`src/rtl/sipo_deser.sv`:
```
// sipo_deser
//   Serial-in, parallel-out deserializer: receive end of the MSB-first
//   shift-register link. One serial bit is captured per enabled clock,
//   bits are framed into WIDTH-bit words by a start marker, and each
//   completed word is presented on a registered valid/ready output port.
//   A sticky flag records any word lost to output back-pressure.
//
// Ports
//   clk          rising-edge clock, single domain
//   rst          synchronous active-high reset
//   shift_en     serial_in carries a valid bit this cycle
//   frame_start  (qualified by shift_en) current bit is the MSB of a new word
//   serial_in    serial data bit, MSB first
//   parallel_out last completed word (registered)
//   out_valid    parallel_out holds an unconsumed word
//   out_ready    consumer accepts the word
//   overrun      sticky: a completed word was dropped
//   state_dbg    FSM state (0 = IDLE, 1 = RECV) for checkers
//
// Handshake: a word transfers on any clk edge where out_valid && out_ready.
//   out_valid, once set, stays set until that transfer; parallel_out is
//   stable while out_valid is high unless a new word replaces it in the very
//   cycle the old one is accepted. out_ready has no combinational path to
//   any output.

module sipo_deser #(
  parameter int WIDTH = 4
) (
  input  logic             clk,
  input  logic             rst,
  input  logic             shift_en,
  input  logic             frame_start,
  input  logic             serial_in,
  output logic [WIDTH-1:0] parallel_out,
  output logic             out_valid,
  input  logic             out_ready,
  output logic             overrun,
  output logic             state_dbg
);

  // Enough bits to hold WIDTH-1 (WIDTH >= 2 gives at least one bit).
  localparam int CW = $clog2(WIDTH);

  typedef enum logic {
    IDLE = 1'b0,
    RECV = 1'b1
  } state_t;

  state_t            state;
  logic [WIDTH-1:0]  sh;
  logic [CW-1:0]     cnt;
  logic [WIDTH-1:0]  word;
  logic              last_bit;

  // Word formed if the current bit completes it.
  assign word      = {sh[WIDTH-2:0], serial_in};
  assign last_bit  = (cnt == CW'(WIDTH - 1));
  assign state_dbg = state;

  always_ff @(posedge clk) begin
    if (rst) begin
      state        <= IDLE;
      cnt          <= '0;
      sh           <= '0;
      parallel_out <= '0;
      out_valid    <= 1'b0;
      overrun      <= 1'b0;
    end else begin
      // Consumption; overridden below if a new word lands this same edge.
      if (out_valid && out_ready) begin
        out_valid <= 1'b0;
      end

      if (shift_en) begin
        if (frame_start) begin
          // New word from either state; any partial word is dropped silently.
          sh    <= {{(WIDTH-1){1'b0}}, serial_in};
          cnt   <= CW'(1);
          state <= RECV;
        end else if (state == RECV) begin
          sh <= word;
          if (last_bit) begin
            // Stay in RECV so the next word streams without a new marker.
            cnt <= '0;
            if (!out_valid || out_ready) begin
              parallel_out <= word;
              out_valid    <= 1'b1;
            end else begin
              overrun <= 1'b1;
            end
          end else begin
            cnt <= cnt + 1'b1;
          end
        end
      end
    end
  end

endmodule

```
`config.mk`:
```
export PLATFORM = sky130hd
export DESIGN_NAME = sipo_deser
export DESIGN_NICKNAME = d
export VERILOG_FILES = /design/src/rtl/sipo_deser.sv
export SDC_FILE = /design/constraint.sdc
export NUM_CORES = 1
export LEC_CHECK = 0
export BUFFER_PORTS_ARGS = -buffer_cell sky130_fd_sc_hd__buf_4
export CAP_MARGIN = 20
export CELL_PAD_IN_SITES_DETAIL_PLACEMENT = 0
export CELL_PAD_IN_SITES_GLOBAL_PLACEMENT = 1
export CORE_UTILIZATION = 30
export DETAILED_ROUTE_END_ITERATION = 6
export GPL_ROUTABILITY_DRIVEN = 0
export PLACE_DENSITY_LB_ADDON = 0.1
export SLEW_MARGIN = 20
export SYNTH_ARGS = -nofsm -noshare
export SYNTH_HDL_FRONTEND = slang
export SYNTH_SLANG_ARGS = --single-unit
```
`constraint.sdc`:
```
create_clock -name clk -period 3.2 [get_ports clk]
set_input_delay 0.16 -clock clk [delete_from_list [all_inputs] [get_ports clk]]
set_output_delay 0.16 -clock clk [all_outputs]
set_load 0.02 [all_outputs]
```
# Word-level counts from Yosys, hierarchy flattened
# Index checks and enable logic that the tools add are counted.
# W data, S select, Z words.
# op_classes
addsub	1
muxes	11
n_shift	0
n_div	0
bitwise_logic	2
magnitude_cmp	0
reduce_logical	8
mul	0
eq_ne	1
# ops
cell	n
$reduce_and A5 Y1	2
$mux W1	6
$mux W2	3
$mux W3	2
$reduce_and A2 Y1	2
$add A2 B1 Y2 const B	1
$eq A2 B2 Y1 const B	1
$not A1 Y1	2
$reduce_bool A2 Y1	1
$logic_and A1 B1 Y1	1
$logic_not A1 Y1	1
$logic_or A1 B1 Y1	1
# totals
memories	0
output_inout_bits	7
inputBits	6
rom_bits	0
ram_bits	0
latchBits	0
regBits	12

# Longest topological paths before layout
# depth
depth_word	7
ltp_mapped	4
mapped_depth_nobuf	4

# Worst setup path after synthesis
# Ideal clock, no wire load.
# synth_timing
path_type	flip-flop to flip-flop
start	reg state, in the netlist state_dbg
end	reg parallel_out[0]
path_buffers	1
required_ns	3.128
synth_period_minus_slack_ns	1.248
arrival_ns	1.177
slack_ns	1.952
stages_incl_launch_ff	5
cell_sequence	dfxtp_1 -> and3b_4 -> and3b_1 -> buf_6 -> mux2i_1
# synth_via
elab_chain_len	1
# synth_rtl
item	line	text
from (decl)	49	state_t state;
from (signal assigned)	62	state <= IDLE;
from (signal assigned)	79	state <= RECV;
$reduce_and A5 Y1 (no line)	-	
to (signal assigned)	86	parallel_out <= word;
to (decl)	34	output logic [WIDTH-1:0] parallel_out,
# Every way passes these cells.
# A chain may end at the register's enable or synchronous reset.

# Worst setup path in the final report
# layout_timing
start	reg state, in the netlist state_dbg
end	reg parallel_out[2]
# The elaborated chain is that of the path after synthesis.

==> metrics.md <==
| Metric | Value |
|---|---|
| Area of the multi-input gates | `241.5 um^2` |
| CTS clk-pin slew, worst paths | `0.07 ns` |
| Slew Limit Fails | `0` |
| Max clock buf depth | `2` |
| Compound-Gate Fraction of Synth Area | `0.1033` |
| Skew final | `0.004830 ns` |
| # diodes | `0` |
| Pwr Density | `428.3 mW/mm^2` |
| H-tree depth | `1` |
| Mux contribution to synthesized area | `0.1008` |
| Critical path arrival | `1.46 ns` |
| Max cap viols | `0` |
| Largest net degree at the start of global routing | `17` |
| Fmax achieved | `794.8 MHz` |
| Die Area | `0.001822 mm^2` |
| P_int | `0.0002062 W` |
| Sw Ratio | `0.2162` |
| Nets | `73` |
| Vias in the first global route | `385` |
| Worst reg2reg path startpoint | `state_dbg` |
| CTS Hold Bufs | `0` |
| Drt pass-1 iters | `2` |
| Largest family of logic cells by synthesized area | `simple AND/OR/NAND/NOR gates` |
| Finished Layout Cells | `80` |
| Mapped cell area | `496.7 um^2` |
| Post-synth EDFFs | `0` |
| Initial Util | `0.3259` |
| Placed insts | `77` |
| Total power | `0.0002631 W` |
| Leak Pwr | `0.2476 nW` |
| Slowest stage delay, CP | `0.43 ns` |
| Ranking of synthesized cells by area | `dfxtp_1 48%, mux2i_1 10%, nand2b_1 10%, nor2_1 4.5%, a21oi_1 4.0%` |
| Crit. End Element | `flip-flop` |
| Combinational power share | `0.078` |
| ANT nets after route | `0` |
| Fill cells | `161` |
| Final hold violation count | `0` |
| Synth Register Bits | `12` |
| Gates resized, CTS repair | `0` |
| Syn nets | `58` |
| Root Buffer | `clkbuf_4` |
| Setup TNS | `0 ns` |
| Chip Width | `42.69 um` |
| Clock sinks | `12` |
| Ys flop type | `dfxtp_1` |
| Seq pwr share | `0.589` |
| Vias per cell | `4.738` |
| Clk_lat worst skew | `0.26 ns` |
| Share of synthesized registers carrying an async set or reset | `0` |
| Area growth from synthesis to layout | `23.68%` |
| TritonCTS Buffers | `3` |
| Unrepaired setup endpoints after global routing | `false` |
| CTS tree | `built` |
| Port-buffer cells | `12` |
| 1st-iter DRT viols | `2` |
| CP max stage cell | `dfxtp_1` |
| Peak VDD IR | `0.0001959 V` |
| Synth Area in XOR/XNOR | `0` |
| Setup-failing EPs final | `0` |
| Post-route clock period utilization | `0.3932` |
| Syn Area/Cell | `9.740 um^2` |
| Sequential-to-total area share from yosys stat | `0.4836` |
| Vias | `379` |
| Status | `finished, final reports clean` |
| Count leader, synth | `dfxtp_1` |
| Hold Crit Class | `input pin to flip-flop` |
| Overflow after GRT | `0` |
| GRT Overall Usage | `0.1220` |
| Row Count | `14` |
| Clk network pwr share | `0.333` |
| Area share of the largest cell type after synthesis | `0.4836` |
| Worst EP required | `3.40 ns` |
| HP Start | `serial_in` |
| Layout cells sized above 1 | `0.2500` |
| Crit Path Max Fanout | `7` |
| Post-Route WL | `878 um` |
| Post-Synth Simple-Gate Area | `0.2569` |
| Post-Synth Adder-Cell Area | `0.02519` |
| Remaining DRCs | `0` |
| Cells along the critical path | `and3b_4, and3b_1, mux2i_1` |
| Post-synth top cells | `12 x dfxtp_1, 8 x nand2b_1, 6 x nor2_1` |
| Cell taking the most area after synthesis | `dfxtp_1` |
| Switch Pwr | `0.00005688 W` |
| Worst-Margin Slew | `0.3576 ns` |
| Synthesized instance count | `51` |
| Core ar. | `0.001524 mm^2` |
| Worst Setup SP | `state_dbg` |
| Top Ports | `13` |
| Sequential cell area | `240.2 um^2` |
| First-pass GRT wire length | `1.649 mm` |
| Rel. slew slack | `0.7600` |
| Kind of critical path | `flip-flop to flip-flop` |
| Setup Fix Bufs, Post-CTS | `0` |
| Chip height | `42.69 um` |
| Initial antenna violation count | `0` |
| Crit path time final | `1.258 ns` |
| Yosys cell types | `18` |
| Critical Path Source Type | `flip-flop` |
| Post-DR wirelength/cell | `10.98 um` |
| Yosys warns | `0` |
-- stage by stage --
stage,hold slack [ns],instance area [um^2],utilization,worst slack (ns)
3_5_place_dp,0.4226,591.8,0.3883,1.952
3_3_place_gp,0.4039,591.8,0.3883,1.982
5_1_grt,0.1614,614.3,0.4031,1.840
2_1_floorplan,0.3006,496.7,-,1.952
4_1_cts,0.1247,614.3,0.4031,1.934
6_report,0.1365,614.3,0.4031,1.942
-- registers in the layout (all words and copies together) (netlist names) --
name          flops
cnt               2
out_valid         1
overrun           1
parallel_out      4
sh                3
state_dbg         1
-- metal layers --
metal | vias to the layer above | global-route usage | part of all wire
met4 | 0 | 0.07500 | 0.0046
li1 | 201 | - | -
met5 | - | 0 | 0
met3 | 2 | 0.04255 | 0.051
met1 | 167 | 0.1543 | 0.49
met2 | 9 | 0.1758 | 0.45
-- final cells by class --
type                            instances  share of cell area
Multi-Input combinational cell         37              0.3931
Sequential cell                        12              0.3910
Timing Repair Buffer                   12              0.1466
Clock buffer                            3             0.03666
Tap cell                               16             0.03259
-- power by group through the flow --
stage / sequential, W / combinational (W) / clock (W)
floorplan: 0.000159 / 0.0000103 / 0
global placement: 0.000158 / 0.0000210 / 0
detailed placement: 0.000158 / 0.0000210 / 0
CTS: 0.000155 / 0.0000209 / 0.0000948
global route: 0.000155 / 0.0000237 / 0.000101
finish: 0.000155 / 0.0000206 / 0.0000875
-- cells in the final DEF (no fill, tap or decap) --
cell type,count
nand4b_1,1
mux2i_1,5
o21ai_0,1
a21oi_1,4
nor2b_1,1
nor3b_1,1
a22oi_1,2
dfxtp_1,12
and3b_4,1
nor2_1,6
a31oi_1,1
buf_4,12
and3b_1,1
nand2b_1,8
ha_1,1
o21ai_1,1
nand2_1,3
clkbuf_4,3
-- kinds of logic (layout without fill, tap and decap cells) --
kind of cell               after synthesis  count (layout)
muxes                                    5               5
and+or+nand+nor                         22              22
adders and majority gates                1               1
DFF                                     12              12
buffers and inverters                    2              15
AOI/OAI and AO/OA                        9               9
-- worst paths after layout --
check	slack [ns]	cells after the start	endpoint
max	1.94	3	parallel_out[2]
min	0.14	3	sh[0]
max reg2reg	1.94	3	parallel_out[2]
min reg2reg	0.47	2	cnt[1]
-- worst max-delay path: cells and delay by family, from the launching register on --
family           cells  cell delay [ns]
DFF                  1             0.43
muxes                1             0.21
and+or+nand+nor      2             0.56
No activity file was read; power rests on OpenSTA's default activity.
